--- src/rtl/fpu_pkg.sv ---
// fpu_pkg: shared types for the FPU write-back path.
//   fpu_tag_t  - {flag, addr} that travels with every FPU result
//   wb_entry_t - {data, tag}, one 38-bit write-back buffer entry
//   make_entry - packs the loose result fields into a wb_entry_t
package fpu_pkg;

  localparam int REG_ADDR_W = 5;
  localparam int FP_DATA_W  = 32;

  typedef struct packed {
    logic                  flag;
    logic [REG_ADDR_W-1:0] addr;
  } fpu_tag_t;

  typedef struct packed {
    logic [FP_DATA_W-1:0] data;
    fpu_tag_t             tag;
  } wb_entry_t;

  function automatic wb_entry_t make_entry(
    input logic [FP_DATA_W-1:0]  data,
    input logic                  flag,
    input logic [REG_ADDR_W-1:0] addr
  );
    wb_entry_t e;
    e.data     = data;
    e.tag.flag = flag;
    e.tag.addr = addr;
    return e;
  endfunction

endpackage

--- src/rtl/fpu_wb_fifo.sv ---
// fpu_wb_fifo: 2-write / 1-read circular buffer with occupancy count.
//   clk, rst              - clock, synchronous active-high reset
//   i_wr0_en, i_wr0_data  - first write, lands in slot wr_ptr
//   i_wr1_en, i_wr1_data  - second write, lands in slot wr_ptr+1; only
//                           meaningful together with i_wr0_en
//   i_rd_en               - pop the head entry (caller guarantees count != 0)
//   o_head                - entry at rd_ptr
//   o_count               - number of valid entries (0..DEPTH)
// The caller is responsible for never writing more than the free space.
module fpu_wb_fifo
  import fpu_pkg::*;
#(
  parameter int DEPTH = 8
) (
  input  logic                       clk,
  input  logic                       rst,
  input  logic                       i_wr0_en,
  input  wb_entry_t                  i_wr0_data,
  input  logic                       i_wr1_en,
  input  wb_entry_t                  i_wr1_data,
  input  logic                       i_rd_en,
  output wb_entry_t                  o_head,
  output logic [$clog2(DEPTH):0]     o_count
);

  localparam int PW = $clog2(DEPTH);
  localparam int CW = PW + 1;

  wb_entry_t       r_mem [DEPTH];
  logic [PW-1:0]   r_wr_ptr;
  logic [PW-1:0]   r_rd_ptr;
  logic [CW-1:0]   r_count;

  logic [PW-1:0]   w_wr_ptr_p1;
  logic [PW-1:0]   w_push_ptr_inc;
  logic [CW-1:0]   w_push_cnt;
  logic [CW-1:0]   w_pop_cnt;

  // Second write slot wraps naturally because the pointer is exactly PW bits.
  assign w_wr_ptr_p1    = r_wr_ptr + {{(PW-1){1'b0}}, 1'b1};
  assign w_push_ptr_inc = {{(PW-1){1'b0}}, i_wr0_en} + {{(PW-1){1'b0}}, i_wr1_en};
  assign w_push_cnt     = {{(CW-1){1'b0}}, i_wr0_en} + {{(CW-1){1'b0}}, i_wr1_en};
  assign w_pop_cnt      = {{(CW-1){1'b0}}, i_rd_en};

  // Storage, pointers and count; storage is cleared so the head reads 0 after reset.
  always_ff @(posedge clk) begin
    if (rst) begin
      r_wr_ptr <= '0;
      r_rd_ptr <= '0;
      r_count  <= '0;
      for (int i = 0; i < DEPTH; i++) begin
        r_mem[i] <= '0;
      end
    end else begin
      if (i_wr0_en) begin
        r_mem[r_wr_ptr] <= i_wr0_data;
      end
      if (i_wr1_en) begin
        r_mem[w_wr_ptr_p1] <= i_wr1_data;
      end
      r_wr_ptr <= r_wr_ptr + w_push_ptr_inc;
      r_rd_ptr <= r_rd_ptr + {{(PW-1){1'b0}}, i_rd_en};
      r_count  <= r_count + w_push_cnt - w_pop_cnt;
    end
  end

  assign o_head  = r_mem[r_rd_ptr];
  assign o_count = r_count;

endmodule

--- src/rtl/fpu_wb_merge.sv ---
// fpu_wb_merge: merges tagged results from two fixed-latency FPU pipelines
// into one register-file write port through a shared FIFO.
//   clk, rst                          - clock, synchronous active-high reset
//   a_valid/a_data/a_flag/a_addr      - result from port A (fsqrt)
//   b_valid/b_data/b_flag/b_addr      - result from port B (second FPU unit)
//   wb_ready                          - register file accepts a write
//   wb_valid/wb_data/wb_flag/wb_addr  - write request, always the FIFO head
//   almost_full                       - free entries < THRESH; stop issuing
//   overflow                          - sticky, a result was dropped
// When both ports deliver in one cycle A is stored ahead of B; when space
// runs short B is dropped before A.
module fpu_wb_merge
  import fpu_pkg::*;
#(
  parameter int DEPTH  = 8,
  parameter int THRESH = 6
) (
  input  logic                  clk,
  input  logic                  rst,
  input  logic                  a_valid,
  input  logic [31:0]           a_data,
  input  logic                  a_flag,
  input  logic [REG_ADDR_W-1:0] a_addr,
  input  logic                  b_valid,
  input  logic [31:0]           b_data,
  input  logic                  b_flag,
  input  logic [REG_ADDR_W-1:0] b_addr,
  input  logic                  wb_ready,
  output logic                  wb_valid,
  output logic [31:0]           wb_data,
  output logic                  wb_flag,
  output logic [REG_ADDR_W-1:0] wb_addr,
  output logic                  almost_full,
  output logic                  overflow
);

  localparam int CW = $clog2(DEPTH) + 1;

  wb_entry_t     w_a_entry;
  wb_entry_t     w_b_entry;
  wb_entry_t     w_head;
  logic [CW-1:0] w_count;
  logic [CW-1:0] w_free;
  logic          w_pop;
  logic          w_acc_a;
  logic          w_acc_b;
  logic          w_drop;
  logic          w_wr0_en;
  logic          w_wr1_en;
  wb_entry_t     w_wr0_data;
  wb_entry_t     w_wr1_data;
  logic          r_overflow;

  assign w_a_entry = make_entry(a_data, a_flag, a_addr);
  assign w_b_entry = make_entry(b_data, b_flag, b_addr);

  assign w_pop = wb_valid & wb_ready;

  // The slot freed by this cycle's pop is already usable for a push.
  assign w_free = CW'(DEPTH) - w_count + {{(CW-1){1'b0}}, w_pop};

  // A has priority on space; B needs a second slot only when A also took one.
  assign w_acc_a = a_valid & (w_free != {CW{1'b0}});
  assign w_acc_b = b_valid & (w_acc_a ? (w_free >= CW'(2)) : (w_free != {CW{1'b0}}));
  assign w_drop  = (a_valid & ~w_acc_a) | (b_valid & ~w_acc_b);

  // Map accepted results onto the FIFO's ordered write slots (A ahead of B).
  always_comb begin
    w_wr0_en   = 1'b0;
    w_wr1_en   = 1'b0;
    w_wr0_data = w_a_entry;
    w_wr1_data = w_b_entry;
    if (w_acc_a) begin
      w_wr0_en = 1'b1;
      w_wr1_en = w_acc_b;
    end else if (w_acc_b) begin
      w_wr0_en   = 1'b1;
      w_wr0_data = w_b_entry;
    end else begin
      w_wr0_en = 1'b0;
      w_wr1_en = 1'b0;
    end
  end

  fpu_wb_fifo #(
    .DEPTH (DEPTH)
  ) u_fifo (
    .clk        (clk),
    .rst        (rst),
    .i_wr0_en   (w_wr0_en),
    .i_wr0_data (w_wr0_data),
    .i_wr1_en   (w_wr1_en),
    .i_wr1_data (w_wr1_data),
    .i_rd_en    (w_pop),
    .o_head     (w_head),
    .o_count    (w_count)
  );

  // Sticky drop indicator, cleared only by reset.
  always_ff @(posedge clk) begin
    if (rst) begin
      r_overflow <= 1'b0;
    end else if (w_drop) begin
      r_overflow <= 1'b1;
    end else begin
      r_overflow <= r_overflow;
    end
  end

  assign wb_valid    = (w_count != {CW{1'b0}});
  assign wb_data     = w_head.data;
  assign wb_flag     = w_head.tag.flag;
  assign wb_addr     = w_head.tag.addr;
  assign almost_full = (CW'(DEPTH) - w_count) < CW'(THRESH);
  assign overflow    = r_overflow;

endmodule

--- config.mk ---
export PLATFORM = sky130hd
export DESIGN_NAME = fpu_wb_merge
export DESIGN_NICKNAME = d
export VERILOG_FILES = /design/src/rtl/fpu_pkg.sv /design/src/rtl/fpu_wb_fifo.sv /design/src/rtl/fpu_wb_merge.sv
export SDC_FILE = /design/constraint.sdc
export NUM_CORES = 1
export LEC_CHECK = 0
export BUFFER_PORTS_ARGS = -buffer_cell sky130_fd_sc_hd__buf_2
export CORE_UTILIZATION = 66
export CTS_CLUSTER_DIAMETER = 120
export CTS_CLUSTER_SIZE = 24
export DETAILED_ROUTE_END_ITERATION = 12
export GPL_TIMING_DRIVEN = 0
export PLACE_DENSITY = 0.86
export SYNTH_ARGS = -nofsm -noshare
export SYNTH_HDL_FRONTEND = slang
export SYNTH_HIERARCHICAL = 1
export SYNTH_SLANG_ARGS = --single-unit
--- constraint.sdc ---
create_clock -name clk -period 7.2 [get_ports clk]
set_input_delay 0.72 -clock clk [delete_from_list [all_inputs] [get_ports clk]]
set_output_delay 0.72 -clock clk [all_outputs]
set_load 0.02 [all_outputs]
==> impl_metrics.tcl, run 1 <==
set metrics [dict create \
    detailedPlacementHpwl_mm 34.34 \
    rsz_0062_raised_after_global_routing "no" \
    worstPathArrival_ns 5.54 \
    slowest_cell_on_the_critical_path "sky130_fd_sc_hd__or3_2" \
    crit_required_ns 7.45 \
    netlist_instances 1306 \
    detailroute.wirelength.met3_mm 7.826 \
    chipWidth_microns 164.5 \
    share_comb_of_total_power_pct 45.6 \
    buffer_ports.inserted 121 \
    layout-drive-gt1-share_pct 23.50 \
    post-route-util_pct 73.61 \
    cp_slowest_stage_delay_ns 0.78 \
    crit_start "u_fifo/o_count[0]$_SDFF_PP0_" \
    mostFrequentLayoutCells "304 x sky130_fd_sc_hd__a22o_1, 304 x sky130_fd_sc_hd__edfxtp_1, 175 x sky130_fd_sc_hd__buf_2" \
    fin_nets 1548 \
    post_synthesis_area_per_instance_sq_um 13.35 \
    worst_ir_drop_vdd_uv 350.9 \
    h-tree-depth 1 \
    yosysSeqAreaShare_pct 53.63 \
    worst-path-max-fanout 20 \
    post_layout_power_mw 6.519 \
    die-height_microns 164.5 \
    tritoncts.num_buffers 17 \
    crit-reg2reg-launch "u_fifo/o_count[0]$_SDFF_PP0_" \
    starting_density_of_the_core_pct 67.09 \
    met1Wirelength_mm 18.28 \
    post-synth-top-area-fraction_pct 52.36 \
    ys.flop_type "sky130_fd_sc_hd__edfxtp_1" \
    p_leak_nw 7.136 \
    critical_path.reg2reg.endpoint "u_fifo/r_mem[0][1]$_DFFE_PP_" \
    timing.setup.tns_ns 0 \
    worst_setup_path_endpoint "u_fifo/r_mem[0][1]$_DFFE_PP_" \
    worst_hold_path_type "in -> reg" \
    slew_limit_fails 0 \
    setup-violations-final 0 \
    grt_start_max_net_pins 27 \
    mappedNetlistNets 1400 \
    outcome "finished, final reports clean" \
    ys_seq_elements 315 \
    syn2layout_area_growth_pct 9.718 \
    tightestPinTransition_ns 0.9058 \
    relSlewSlack_pct 39.61 \
    grt_antenna_before_repair 2 \
    power_frac_clock_pct 15.9 \
    ff2ff_path_depth 16 \
    ys_top_cells_by_area "sky130_fd_sc_hd__edfxtp_1 52%, sky130_fd_sc_hd__a22o_1 15%, sky130_fd_sc_hd__mux4_2 9.8%, sky130_fd_sc_hd__mux2_2 2.5%, sky130_fd_sc_hd__nand3_1 2.2%" \
    max_freq_ghz 0.1891 \
    root_buffer "sky130_fd_sc_hd__clkbuf_16" \
    cts_post_setup_buffers_inserted 0 \
    ctsLongestPathBuffers 3 \
    top_layer_used "met5" \
    post_detailed_route_drc_marker_count 0 \
    detailroute.via_count 13890 \
    worst_path_most_repeated_cell "sky130_fd_sc_hd__ha_1" \
    drt-pass1-iter-count 8 \
    dr.first_iter.drc_count 2354 \
    yosys_warnings 6 \
    timing.final.crit_share_pct 73.46 \
    async_set_reset_flop_share_out_of_synthesis_pct 0 \
    p_per_area_mw_per_mm2 340.8 \
    power.sequential.fraction_pct 38.5 \
    cellInternalPower_mw 3.898 \
    cp_cell_sequence "inv_1 -> ha_1 -> nand2_1 -> and2_1 -> ha_1 -> ha_1 -> xnor3_1 -> nor2_2 -> buf_2 -> o21ai_0 -> o22a_1 -> or3b_1 -> nor3_2 -> buf_2 -> or3_2 -> buf_12" \
    clock_skew_ns 0.04056 \
    die-area_sq_mm 0.02707 \
    vias_per_cell 7.715 \
    synth.distinct_cells 44 \
    clkLatencyLatePin_ns 0.52 \
    first_pass_grt_wire_length_mm 78.72 \
    switching_share_pct 40.20 \
    boundaryPins 122 \
    setup.worst_path.class "reg -> reg" \
    core.rowCount 59 \
    ant_nets 0 \
    cts_resized 0 \
    tot_gr_track_use_pct 39.81 \
    placed_cells_incl_taps 1770 \
    cap_violations 0 \
    clock_pin_slew_on_the_worst_setup_and_hold_paths_ns 0.10 \
    grt_pass1_vias 13420 \
    timing.critical_path.to_type "flop" \
    cts_hold_buf 0 \
    post_layout_nonfiller_instances 1800 \
    routabilityCongestion 0.9005 \
    synth-edff-count 304 \
    synthesis.area_sq_mm 0.01743 \
    cts_tree "yes" \
    finalHoldViolCount 0 \
    postRouteWirelength_mm 53.53 \
    synth_area_leader_cell "sky130_fd_sc_hd__edfxtp_1" \
    grt_remaining_overflow 0 \
    period_minus_slack_ns 5.289 \
    wl_met2_mm 23.98 \
    worstSetupStartpointType "flop" \
    route.detailed.wl_per_inst_microns 29.74 \
    clock-sinks 315 \
    worst-r2r-setup-slack_ns 1.91 \
    core_area_sq_mm 0.02598 \
    p_switching_mw 2.621 \
]
==> critical path, delay by kind of cell, from the launching register on <==
kind,cells,cell delay (ns)
flops,1,0.47
buf+inv,4,1.02
compound gates,2,0.52
simple gates,6,2.03
fa+ha+maj,3,0.76
xor+xnor,1,0.22
==> synth_stat cells (all sizes together), types with 5 or more instances <==
cell type    n
a22o       304
buf        153
clkbuf      56
dfxtp       11
edfxtp     304
ha          10
inv         13
mux2        38
mux4        76
nand2       78
nand3       77
nor2        17
nor2b        5
nor3         7
o2111ai     38
o211a       37
or3         45
xnor2        5
==> per-layer routing <==
layer  vias to the layer above  GRT usage, %
li1                       5584             -
met1                      6602         52.13
met2                      1363         60.68
met3                       336         10.57
met4                         2         22.06
met5                         -        0.5682
==> cells by family after synthesis <==
| logic type | count (synthesis) | share of synthesized area (%) |
|---|---|---|
| AOI/OAI and AO/OA | 391 | 19.91 |
| xor gates and xnor gates | 8 | 0.4809 |
| adders and majority gates | 14 | 1.120 |
| buffers and inverters | 222 | 5.620 |
| DFF | 315 | 53.63 |
| muxes | 114 | 12.27 |
| and+or+nand+nor | 242 | 6.969 |
==> area by class of cell <==
type,count,area (sq um)
Buffer,209,930.9
Inverter,13,48.80
Fill cell,1607,6858
Sequential cell,315,9349
Tap cell,335,419.2
Multi-Input combinational cell,769,7114
Clock inverter,1,30.03
Clock buffer,28,466.7
Timing Repair Buffer,129,765.7
Antenna cell,1,2.502
==> registers in the layout, indices dropped and copies added, names as in the netlist <==
| signal | cells |
|---|---|
| u_fifo/r_rd_ptr | 3 |
| overflow | 1 |
| u_fifo/r_mem | 304 |
| u_fifo/r_wr_ptr | 3 |
| u_fifo/o_count | 4 |
==> worst min path at each step <==
stage / slack [ns] / from / cells past startpoint / endpoint
after floorplan: 0.52 / overflow$_SDFFE_PP0P_ / 2 / overflow$_SDFFE_PP0P_
after global placement: 0.48 / overflow$_SDFFE_PP0P_ / 2 / overflow$_SDFFE_PP0P_
after detailed placement: 0.49 / overflow$_SDFFE_PP0P_ / 2 / overflow$_SDFFE_PP0P_
after CTS: 0.46 / rst / 2 / overflow$_SDFFE_PP0P_
after global routing: 0.47 / rst / 2 / overflow$_SDFFE_PP0P_
final: 0.46 / rst / 2 / overflow$_SDFFE_PP0P_
==> power groups by stage <==
| stage | combinational (mW) | clock, mW | sequential, mW |
|---|---|---|---|
| finish | 2.97 | 1.04 | 2.51 |
| CTS | 2.87 | 1.04 | 2.50 |
| global placement | 2.74 | 0 | 2.52 |
| detailed placement | 2.86 | 0 | 2.54 |
| global route | 3.10 | 1.10 | 2.53 |
| floorplan | 1.96 | 0 | 2.50 |
==> per-stage QoR <==
stage                     hold slack, ns  area (sq um)  setup WS (ns)
after floorplan                   0.5160         17430          2.959
after global placement            0.4811         18460          1.528
after detailed placement          0.4935         18630          2.207
after CTS                         0.4626         19120          2.179
after global routing              0.4671         19120          1.794
final                             0.4637         19130          1.911
No activity file was read; power rests on OpenSTA's default activity.
==> run 2: changes to the inputs <==
CORE_UTILIZATION = 61   (was 66)
PLACE_DENSITY = 0.8   (was 0.86)
clock period = 5.14 ns   (was 7.2 ns; I/O delays follow)
==> impl_metrics.tcl, run 2 (synthesized netlist as in run 1, its figures left out) <==
set metrics [dict create \
    rsz_0062_raised_after_global_routing "no" \
    setup.worst_path.class "reg -> reg" \
    vias_per_cell 7.333 \
    relSlewSlack_pct 38.15 \
    post_layout_nonfiller_instances 1842 \
    finalHoldWorstSlack_ns 0.2907 \
    detailroute.via_count 13510 \
    layout-drive-gt1-share_pct 23.50 \
    first_pass_grt_wire_length_mm 78.60 \
    die-height_microns 171.1 \
    grt_start_max_net_pins 26 \
    root_buffer "sky130_fd_sc_hd__clkbuf_16" \
    worst_hold_path_type "in -> reg" \
    detailedPlacementHpwl_mm 33.60 \
    h-tree-depth 1 \
    clkLatencyLatePin_ns 0.52 \
    post-route-util_pct 68.80 \
    groute.layer.met2.usage_pct 56.24 \
    worst-path-max-fanout 20 \
    met3_usage_pct 10.22 \
    detailed_place.area_sq_mm 0.01869 \
    tritoncts.num_buffers 17 \
    worst_ir_drop_vdd_uv 400.0 \
    timing.critical_path.to_type "flop" \
    cts_tree "yes" \
    drt-pass1-iter-count 6 \
    tightestPinTransition_ns 0.9277 \
    boundaryPins 122 \
    buffer_ports.inserted 121 \
    p_leak_nw 7.140 \
    clock-sinks 315 \
    tot_gr_track_use_pct 37.06 \
    chipWidth_microns 171.1 \
    setup-violations-final 0 \
    fin_nets 1548 \
    route.detailed.wl_per_inst_microns 29.10 \
    outcome "finished, final reports clean" \
    grt_pass1_vias 13120 \
    grt_remaining_overflow 0 \
    finalHoldViolCount 0 \
    max_freq_ghz 0.2050 \
    die-area_sq_mm 0.02926 \
    placed_cells_incl_taps 1813 \
    cts_post_setup_buffers_inserted 0 \
    mostFrequentLayoutCells "304 x sky130_fd_sc_hd__a22o_1, 304 x sky130_fd_sc_hd__edfxtp_1, 174 x sky130_fd_sc_hd__buf_2" \
    syn2layout_area_growth_pct 10.24 \
    postLayoutCellArea_sq_mm 0.01922 \
    worstPathArrival_ns 5.15 \
    largest-register "u_fifo/r_mem" \
    fill_cells 2001 \
    ctsLongestPathBuffers 3 \
    busiest_layer "met2" \
    crit_required_ns 5.41 \
    worstSetupStartpointType "flop" \
    routabilityCongestion 0.9232 \
    postRouteWirelength_mm 53.60 \
    p_per_area_mw_per_mm2 475.1 \
    ant_nets 0 \
    flip_flop_count_of_the_largest_register_after_layout 304 \
    timing.final.crit_share_pct 94.89 \
    starting_density_of_the_core_pct 62.41 \
    slew_limit_fails 0 \
    cap_violations 0 \
    grt_antenna_before_repair 0 \
    clock_skew_ns 0.02784 \
    groute.layer.met1.usage_pct 49.94 \
    core.rowCount 61 \
    core_area_sq_mm 0.02793 \
    clock_pin_slew_on_the_worst_setup_and_hold_paths_ns 0.10 \
    period_minus_slack_ns 4.877 \
    post_detailed_route_drc_marker_count 0 \
    dr.first_iter.drc_count 2016 \
    timing.setup.tns_ns 0 \
    antennaDiodeCount 0 \
]
run 2: cell count changes in the layout (fill, tap and decap cells not counted):
cell / previous run / this run
sky130_fd_sc_hd__or3_2: 8 / 0
sky130_fd_sc_hd__or3_4: 0 / 8
sky130_fd_sc_hd__buf_12: 8 / 7
sky130_fd_sc_hd__buf_16: 0 / 1
sky130_fd_sc_hd__buf_2: 175 / 174
sky130_fd_sc_hd__clkbuf_4: 0 / 1
sky130_fd_sc_hd__diode_2: 1 / 0
run 2: worst max-delay path: stages, from the launching register on:
cell and delay [ns]:
sky130_fd_sc_hd__dfxtp_1 0.50, sky130_fd_sc_hd__inv_1 0.08, sky130_fd_sc_hd__ha_1 0.23, sky130_fd_sc_hd__nand2_1 0.14
sky130_fd_sc_hd__and2_1 0.32, sky130_fd_sc_hd__ha_1 0.31, sky130_fd_sc_hd__ha_1 0.19, sky130_fd_sc_hd__xnor3_1 0.22
sky130_fd_sc_hd__nor2_2 0.35, sky130_fd_sc_hd__clkbuf_4 0.36, sky130_fd_sc_hd__o21ai_0 0.15, sky130_fd_sc_hd__o22a_1 0.29
sky130_fd_sc_hd__or3b_1 0.30, sky130_fd_sc_hd__nor2_1 0.10, sky130_fd_sc_hd__buf_2 0.23, sky130_fd_sc_hd__or3_4 0.56
sky130_fd_sc_hd__buf_12 0.26
run 2: cell type report:
type                    instances  area (sq um)  share of cell area [%]
repair buffers                129         773.2                   4.023
clock buffers                  28         466.7                   2.428
clock inverters                 1         30.03                  0.1563
plain buffers                 209         933.4                   4.857
well taps                     378         473.0                   2.461
inverters                      13         48.80                  0.2539
flip-flops and latches        315          9349                   48.65
multi-input cells             769          7144                   37.17
run 2: final timing paths:
kind / startpoint / slack (ns) / cells after the start / endpoint
min: rst / 0.29 / 2 / overflow$_SDFFE_PP0P_
max reg2reg: u_fifo/o_count[1]$_SDFF_PP0_ / 0.26 / 16 / u_fifo/r_mem[3][8]$_DFFE_PP_
max: u_fifo/o_count[1]$_SDFF_PP0_ / 0.26 / 16 / u_fifo/r_mem[3][8]$_DFFE_PP_
min reg2reg: overflow$_SDFFE_PP0P_ / 0.45 / 2 / overflow$_SDFFE_PP0P_
run 2: power by group:
part           total (mW)  switching [mW]  leakage [nW]  internal [mW]
logic                4.17            2.70          3.66           1.48
clock network        1.47           0.826         0.234          0.641
registers            3.49           0.141          3.25           3.35
run 2: routing by layer:
| layer | vias to the layer above | wire length, microns |
|---|---|---|
| met2 | 1191 | 24120 |
| li1 | 5579 | - |
| met1 | 6525 | 19220 |
| met3 | 212 | 7783 |
| met5 | - | 0 |
| met4 | 0 | 2476 |
run 2: timing repair:
item | CTS | global route
resized for setup | 0 | 9
hold endpoints to repair | 0 | 0
hold buffers | 0 | 0
endpoints found under the setup margin | 0 | 200
run 2: per-stage QoR:
step,total power [mW],setup WS (ns)
after floorplan,6.247,0.8994
after global placement,7.417,-0.6136
after global routing,9.440,0.06162
after CTS,8.991,0.06741
final,9.130,0.2626
after detailed placement,7.560,0.1204
==> run 3: changes to the inputs <==
CORE_UTILIZATION = 63   (was 61)
CTS_BUF_LIST = sky130_fd_sc_hd__clkbuf_8   (was unset)
PLACE_DENSITY = 0.83   (was 0.8)
==> impl_metrics.tcl, run 3 (synthesized netlist as in run 1, its figures left out) <==
set metrics [dict create \
    outcome "finished, final reports clean" \
    crit_required_ns 5.46 \
    worstPathArrival_ns 5.28 \
    grt_pass1_vias 13210 \
    clkLatencyLatePin_ns 0.57 \
    timing.final.crit_share_pct 96.48 \
    h-tree-depth 1 \
    core_area_sq_mm 0.02703 \
    core.rowCount 60 \
    die-area_sq_mm 0.02834 \
    cts_resized 0 \
    fill_cells 1847 \
    first_pass_grt_wire_length_mm 78.58 \
    boundaryPins 122 \
    cellInternalPower_mw 5.146 \
    dr.first_iter.drc_count 2218 \
    buffer_ports.inserted 121 \
    clock-sinks 315 \
    grt_antenna_before_repair 1 \
    antennaDiodeCount 0 \
    period_minus_slack_ns 4.959 \
    switching_share_pct 41.49 \
    rsz_0062_raised_after_global_routing "no" \
    worst_hold_path.num_cells 2 \
    ant_nets 0 \
    setup-violations-final 0 \
    root_buffer "sky130_fd_sc_hd__clkbuf_8" \
    flip_flop_count_of_the_largest_register_after_layout 304 \
    postRouteWirelength_mm 53.41 \
    drt-pass1-iter-count 8 \
    cp_slowest_stage_delay_ns 0.80 \
    finalHoldViolCount 0 \
    crit-reg2reg-launch "u_fifo/o_count[1]$_SDFF_PP0_" \
    fin_nets 1548 \
    ctsLongestPathBuffers 3 \
    routabilityCongestion 0.9240 \
    route.detailed.wl_per_inst_microns 29.59 \
    worst_ir_drop_vdd_uv 538.4 \
    clock_skew_ns 0.03104 \
    starting_density_of_the_core_pct 64.50 \
    worst-path-max-fanout 20 \
    setup.worst_path.class "reg -> reg" \
    slew_limit_fails 0 \
    power.sequential.fraction_pct 39.7 \
    crit_start "u_fifo/o_count[1]$_SDFF_PP0_" \
    p_per_area_mw_per_mm2 463.9 \
    power_frac_clock_pct 12.6 \
    post_detailed_route_drc_marker_count 0 \
    cap_violations 0 \
    worst_hold_path_type "in -> reg" \
    chipWidth_microns 168.3 \
    max_freq_ghz 0.2017 \
    clock_pin_slew_on_the_worst_setup_and_hold_paths_ns 0.14 \
    vias_per_cell 7.624 \
    layout-drive-gt1-share_pct 23.50 \
    tightestPinTransition_ns 0.9076 \
    tritoncts.num_buffers 17 \
    relSlewSlack_pct 39.50 \
    detailroute.via_count 13760 \
    syn2layout_area_growth_pct 8.763 \
    grt_start_max_net_pins 26 \
    cp_cell_sequence "inv_1 -> ha_1 -> nand2_1 -> and2_1 -> ha_1 -> ha_1 -> xnor3_1 -> nor2_4 -> buf_2 -> o21ai_0 -> o22a_1 -> nand3b_1 -> nor2_1 -> buf_2 -> or3_2 -> buf_12" \
    tot_gr_track_use_pct 37.65 \
    post_layout_power_mw 8.795 \
    largest-register "u_fifo/r_mem" \
    cts_post_setup_buffers_inserted 0 \
    worstSetupStartpointType "flop" \
    timing.critical_path.to_type "flop" \
    final.setup.worst_slack_ns 0.1811 \
    grt_remaining_overflow 0 \
    placement.setup.worst_slack_ns 0.2216 \
    slowest_cell_on_the_critical_path "sky130_fd_sc_hd__or3_2" \
    timing.hold.worst.start "rst" \
    die-height_microns 168.3 \
    cts_hold_buf 0 \
    share_comb_of_total_power_pct 47.7 \
    cts_tree "yes" \
    worst_path_most_repeated_cell "sky130_fd_sc_hd__ha_1" \
    p_switching_mw 3.649 \
    mostFrequentLayoutCells "304 x sky130_fd_sc_hd__a22o_1, 304 x sky130_fd_sc_hd__edfxtp_1, 175 x sky130_fd_sc_hd__buf_2" \
    p_leak_nw 7.096 \
    ff2ff_path_depth 16 \
    detailedPlacementHpwl_mm 33.57 \
]
## run 3: cell types whose count changed in the layout (fill, tap and decap cells not counted), sizes merged
cell    previous run  this run
inv               13        24
clkbuf            85        73
buf              281       282
## run 3: final cells by class
| class | count | area (sq um) | area share [%] |
|---|---|---|---|
| flip-flops and latches | 315 | 9349 | 49.31 |
| multi-input cells | 769 | 7134 | 37.63 |
| plain buffers | 209 | 930.9 | 4.910 |
| repair buffers | 129 | 765.7 | 4.039 |
| well taps | 341 | 426.7 | 2.250 |
| clock buffers | 17 | 234.0 | 1.234 |
| clock inverters | 12 | 71.32 | 0.3761 |
| inverters | 13 | 48.80 | 0.2574 |
## run 3: path summary, 6_finish.rpt
kind | endpoint | slack, ns
min reg2reg | overflow$_SDFFE_PP0P_ | 0.46
min | overflow$_SDFFE_PP0P_ | 0.24
max reg2reg | u_fifo/r_mem[5][16]$_DFFE_PP_ | 0.18
max | u_fifo/r_mem[5][16]$_DFFE_PP_ | 0.18
## run 3: worst max-delay path, delay by kind of cell, from the launching register on
| family | cells | cell delay (ns) |
|---|---|---|
| and+or+nand+nor | 6 | 1.70 |
| buffers and inverters | 4 | 1.03 |
| adders and majority gates | 3 | 0.70 |
| DFF | 1 | 0.51 |
| AOI/OAI and AO/OA | 2 | 0.51 |
| xor gates and xnor gates | 1 | 0.26 |
## run 3: stage by stage
stage / area (sq um) / TNS (ns) / cells / util [%] / hold slack [ns]
after floorplan: 17430 / 0 / 1306 / - / 0.5160
after global placement: 18470 / -105.85 / 1768 / 68.32 / 0.4348
after detailed placement: 18640 / 0 / 1776 / 68.95 / 0.4431
after CTS: 18940 / 0 / 1805 / 70.08 / 0.2302
after global routing: 18960 / 0 / 1805 / 70.16 / 0.2408
final: 18960 / 0 / 1805 / 70.16 / 0.2389
## run 3: layer usage
metal,GRT usage (%),up-vias,share of wire [%]
met1,50.70,6591,35
met4,16.17,2,4.4
li1,-,5572,-
met2,56.88,1337,45
met3,11.71,259,16
met5,0,-,0.021
## run 3: power groups by stage
stage	sequential [mW]	clock [mW]	combinational [mW]
2_1_floorplan	3.50	0	2.74
3_3_place_gp	3.53	0	3.88
3_5_place_dp	3.55	0	4.00
4_1_cts	3.49	1.11	4.02
5_1_grt	3.52	1.18	4.36
6_report	3.49	1.11	4.20
